===== config.mk =====
export PLATFORM = sky130hd
export DESIGN_NAME = button_debounce_pulse
export DESIGN_NICKNAME = d
export VERILOG_FILES = /design/src/rtl/button_debounce_pulse.sv
export SDC_FILE = /design/constraint.sdc
export NUM_CORES = 1
export LEC_CHECK = 0
export CORE_MARGIN = 10
export CORE_UTILIZATION = 30
export CTS_CLUSTER_DIAMETER = 80
export CTS_CLUSTER_SIZE = 14
export DETAILED_ROUTE_END_ITERATION = 12
export SYNTH_ARGS = -nofsm -noshare
export SYNTH_HDL_FRONTEND = slang
export SYNTH_SLANG_ARGS = --single-unit

===== constraint.sdc =====
create_clock -name i_clk -period 6.2 [get_ports i_clk]
set_clock_uncertainty 0.15 [all_clocks]
set_input_delay 0.93 -clock i_clk [delete_from_list [all_inputs] [get_ports i_clk]]
set_output_delay 0.93 -clock i_clk [all_outputs]
set_load 0.005 [all_outputs]

===== src/rtl/button_debounce_pulse.sv =====
// Debounces N raw push-buttons and turns each accepted press into a single-cycle pulse,
// alongside a registered debounced level per channel.
module button_debounce_pulse #(
  parameter int N_BUTTONS       = 3,
  parameter int DEBOUNCE_CYCLES = 100000
) (
  input  logic                 i_clk,
  input  logic                 i_reset,
  input  logic [N_BUTTONS-1:0] i_btn_raw,
  output logic [N_BUTTONS-1:0] o_button,
  output logic [N_BUTTONS-1:0] o_level
);

  localparam int CNT_W = $clog2(DEBOUNCE_CYCLES);
  localparam logic [CNT_W-1:0] CNT_LAST = CNT_W'(DEBOUNCE_CYCLES - 1);
  localparam logic [CNT_W-1:0] CNT_ONE  = CNT_W'(1);

  typedef enum logic [1:0] {
    ST_IDLE         = 2'd0,
    ST_PRESS_WAIT   = 2'd1,
    ST_PRESSED      = 2'd2,
    ST_RELEASE_WAIT = 2'd3
  } state_t;

  logic [N_BUTTONS-1:0] sync1_r;
  logic [N_BUTTONS-1:0] sync2_r;

  // Two-flop synchronizer bringing the asynchronous button levels into i_clk
  always_ff @(posedge i_clk or negedge i_reset) begin
    if (!i_reset) begin
      sync1_r <= '0;
      sync2_r <= '0;
    end else begin
      sync1_r <= i_btn_raw;
      sync2_r <= sync1_r;
    end
  end

  for (genvar k = 0; k < N_BUTTONS; k++) begin : g_chan
    state_t           state_r;
    logic [CNT_W-1:0] cnt_r;
    logic             button_r;
    logic             level_r;
    logic             btn_s;

    assign btn_s       = sync2_r[k];
    assign o_button[k] = button_r;
    assign o_level[k]  = level_r;

    // Debounce FSM; outputs are updated on the same edge as the state they reflect
    always_ff @(posedge i_clk or negedge i_reset) begin
      if (!i_reset) begin
        state_r  <= ST_IDLE;
        cnt_r    <= '0;
        button_r <= 1'b0;
        level_r  <= 1'b0;
      end else begin
        button_r <= 1'b0;
        case (state_r)
          ST_IDLE: begin
            level_r <= 1'b0;
            if (btn_s) begin
              state_r <= ST_PRESS_WAIT;
              cnt_r   <= '0;
            end else begin
              state_r <= ST_IDLE;
            end
          end
          ST_PRESS_WAIT: begin
            if (!btn_s) begin
              state_r <= ST_IDLE;
              cnt_r   <= '0;
            end else if (cnt_r == CNT_LAST) begin
              state_r  <= ST_PRESSED;
              cnt_r    <= '0;
              button_r <= 1'b1;
              level_r  <= 1'b1;
            end else begin
              cnt_r <= cnt_r + CNT_ONE;
            end
          end
          ST_PRESSED: begin
            level_r <= 1'b1;
            if (!btn_s) begin
              state_r <= ST_RELEASE_WAIT;
              cnt_r   <= '0;
            end else begin
              state_r <= ST_PRESSED;
            end
          end
          ST_RELEASE_WAIT: begin
            // A bounce back to pressed re-enters PRESSED silently: no second pulse
            if (btn_s) begin
              state_r <= ST_PRESSED;
              cnt_r   <= '0;
            end else if (cnt_r == CNT_LAST) begin
              state_r <= ST_IDLE;
              cnt_r   <= '0;
              level_r <= 1'b0;
            end else begin
              cnt_r <= cnt_r + CNT_ONE;
            end
          end
          default: begin
            state_r <= ST_IDLE;
            cnt_r   <= '0;
            level_r <= 1'b0;
          end
        endcase
      end
    end
  end

endmodule


==> metrics.csv <==
stage,metric,value,unit
status,outcome,finished clean,
setup_path,CP max stage delay,1.03,ns
cts,cts hold-fix bufs,0,
route,DRT antenna net count,0,
finish,nets,438,
finish,ratio of cells with drive above 1 in the final layout,9.55,%
route,residual DRC count,0,
timing,max_slew headroom,18.5,%
pwr,P per Cell Area,353,mW/mm^2
global_route,first-pass GRT wire length,14.0,mm
pwr,Switching Fraction,34.4,%
timing,RSZ-0062 raised after global routing,no,
cts,CTS buffer count,9,
setup_path,CP arrival,3.04,ns
global_route,met1 GRT Util,11.4,%
global_route,largest net degree at the start of global routing,70,
finish,fin area,0.00445,mm^2
yosys,Syn Area/Cell,9.49,um^2
floorplan,Die W,134,um
cts,Clock Latency Late Sink,0.34,ns
cts,post-CTS setup buffers,0,
setup_path,crit path max-delay cell type,nor3_1,
placement,worst slack at placement,3.31,ns
timing,# setup viols final,0,
setup_path,crit path capture type,flop,
cts,Longest Clk Path Bufs,2,
placement,placed instance area,0.00413,mm^2
global_route,M3 GR Usage,2.05,%
route,Pre-antenna DRT Iters,5,
yosys,Main synth FF type,dfrtp_1,
pwr,Peak VDD IR,149,uV
setup_path,"most used cell, CP",and4_1,
setup_path,cells along the critical path,"ha_1, and4_1, and4_1, nor3_1, nand2_1, o32ai_1",
yosys,sequential area share after synthesis,44.1,%
timing,period utilization,47.9,%
global_route,vias in the first global route,3019,
floorplan,die height,134,um
floorplan,DIE AREA,0.0180,mm^2
finish,Non-Filler Instances,591,
pwr,sequential share of power,34.1,%
pwr,Sw Pwr,540,uW
cts,CTS tree,yes,
floorplan,Cell Rows,41,
finish,"most common cell after layout, fill and taps aside",dfrtp_1,
floorplan,initial core utilization,30.8,%
setup_path,CP max FO,13,
setup_path,"Buf+Inv Stages, Crit Path",0,
global_route,GR peak layer,met2,
setup_path,"CP delay by family, top",simple AND/OR/NAND/NOR gates,
finish,FILL cells,1301,
floorplan,Ports,11,
yosys,Yosys reg bits,69,
yosys,Mapped Area,0.00392,mm^2
timing,max-slew violations,0,
finish,Ant. Diodes,0,
cts,Post-CTS Resized,0,
floorplan,core area,0.0127,mm^2
placement,placed insts,576,
pwr,clock group share of total power,34.7,%
setup_path,Worst EP required,6.27,ns
route,Initial DRC Count,254,
global_route,total track usage,9.15,%
pwr,Pleak,0.00177,uW
yosys,Syn Nets,436,
pwr,Pint,1030,uW
placement,GPL Wtd Cong,0.797,
cts,Worst-path clk slew,0.06,ns
yosys,Ys Warns,0,
yosys,Post-synth EDFFs,0,
route,Total Wirelength,7.90,mm
global_route,met2 Resource Use GR,14.5,%
route,via/cell ratio,5.17,
finish,most frequent cells in the layout,"dfrtp_1 (69), o21ai_0 (35), nand2_1 (33), nor2_1 (29), nand3_1 (26)",
placement,hpwl dp,5.27,mm
yosys,Yosys cell types,49,
yosys,"Async S/R FF share, synth",100,%
timing,setup_tns,0,ns
timing,Final Hold Fails,0,
global_route,initial antenna violation count,0,
global_route,grt total ovfl,0,
placement,PortBufs,10,
cts,CTS Sinks,69,
worst_hold_path,HP Class,flop to flop,
route,WL/cell,13.4,um
timing,final worst path period need,2.97,ns
setup_path,Setup Crit Path Kind,flop to flop,
route,Vias,3054,
finish,Synth-to-Final Area Change,13.5,%
setup_path,launching element type of the critical path,flop,
cts,clock root cell,clkbuf_16,
timing,Max Fclk,337,MHz
timing,final setup margin,3.23,ns
pwr,Comb power frac,31.2,%
job,Max Cap Violations,0,
yosys,cells after synthesis,413,
cts,H-Tree Depth,3,
timing,Slew @ Worst Pin,1.21,ns
==> logic make-up after synthesis <==
kind of cell / Yosys count / synth area share [%]
AND/OR/NAND/NOR: 155 / 22.1
buffers and inverters: 39 / 4.66
adder cells (fa/ha/maj): 18 / 5.75
XOR/XNOR: 10 / 2.24
flip-flops: 69 / 44.1
multiplexers: 16 / 4.47
AO/OA/AOI/OAI: 106 / 16.8
==> cell usage after synthesis (6+ instances only) <==
cell type / number / area share (%)
ha_1: 18 / 5.7
inv_1: 17 / 1.6
buf_4: 7 / 1.3
nor2_1: 29 / 2.8
mux2i_1: 7 / 1.8
a211oi_1: 8 / 1.5
nand2_1: 33 / 3.2
or3_1: 8 / 1.3
xor2_1: 7 / 1.6
o31ai_1: 10 / 1.9
and3_1: 6 / 0.96
a21oi_1: 19 / 2.4
o21ai_0: 35 / 4.5
nor3_1: 12 / 1.5
dfrtp_1: 69 / 44
nand3_1: 26 / 3.3
buf_2: 8 / 1.0
nand4_1: 15 / 2.4
clkbuf_1: 7 / 0.67
mux2_2: 7 / 2.0
o21ai_1: 14 / 1.8
==> worst paths after layout <==
kind | from | end | slack (ns) | depth (start not counted)
worst max-delay path | g_chan[2].cnt_r[0]$_DFFE_PN0P_ | g_chan[2].cnt_r[15]$_DFFE_PN0P_ | 3.23 | 6
worst min-delay path | sync1_r[2]$_DFF_PN0_ | sync2_r[2]$_DFF_PN0_ | 0.20 | 0
worst max register to register | g_chan[2].cnt_r[0]$_DFFE_PN0P_ | g_chan[2].cnt_r[15]$_DFFE_PN0P_ | 3.23 | 6
worst min register to register | sync1_r[2]$_DFF_PN0_ | sync2_r[2]$_DFF_PN0_ | 0.20 | 0
max in group asynchronous | i_reset | g_chan[1].cnt_r[16]$_DFFE_PN0P_ | 4.68 | 2
min in group asynchronous | i_reset | g_chan[1].button_r$_DFF_PN0_ | 0.64 | 2
==> power by group through the flow <==
| stage | Clock, uW | Combinational, uW | Sequential, uW |
|---|---|---|---|
| after floorplan | 0 | 386 | 532 |
| after global placement | 0 | 474 | 541 |
| after detailed placement | 0 | 489 | 544 |
| after CTS | 560 | 495 | 536 |
| after global routing | 577 | 554 | 544 |
| final | 544 | 489 | 536 |
==> routing by layer <==
metal	share of wire [%]	wire length (um)
met1	48	3790
met2	46	3610
met3	3.9	310
met4	2.2	176
met5	0	0
==> metrics by stage <==
step / power, uW / hold slack (ns) / util (%)
floorplan: 918 / 0.181 / -
global placement: 1020 / 0.187 / 32.5
detailed placement: 1030 / 0.189 / 32.5
CTS: 1590 / 0.201 / 35.0
global route: 1680 / 0.213 / 35.0
finish: 1570 / 0.195 / 35.0
==> registers in the layout, summed over array words and instances, names as in the netlist, named ones only <==
name and flops:
g_chan.state_r 3, g_chan.cnt_r 51, sync2_r 3, g_chan.button_r 3, sync1_r 3, g_chan.level_r 3
==> final cells by class <==
| class | instances | area, um^2 | share of cell area (%) |
|---|---|---|---|
| Tap cell | 172 | 215 | 4.84 |
| Timing Repair Buffer | 13 | 118 | 2.64 |
| Clock inverter | 6 | 88.8 | 2.00 |
| Clock buffer | 9 | 225 | 5.06 |
| Inverter | 17 | 63.8 | 1.44 |
| Multi-Input combinational cell | 305 | 2010 | 45.2 |
| Sequential cell | 69 | 1730 | 38.8 |
No activity file was read; power rests on OpenSTA's default activity.
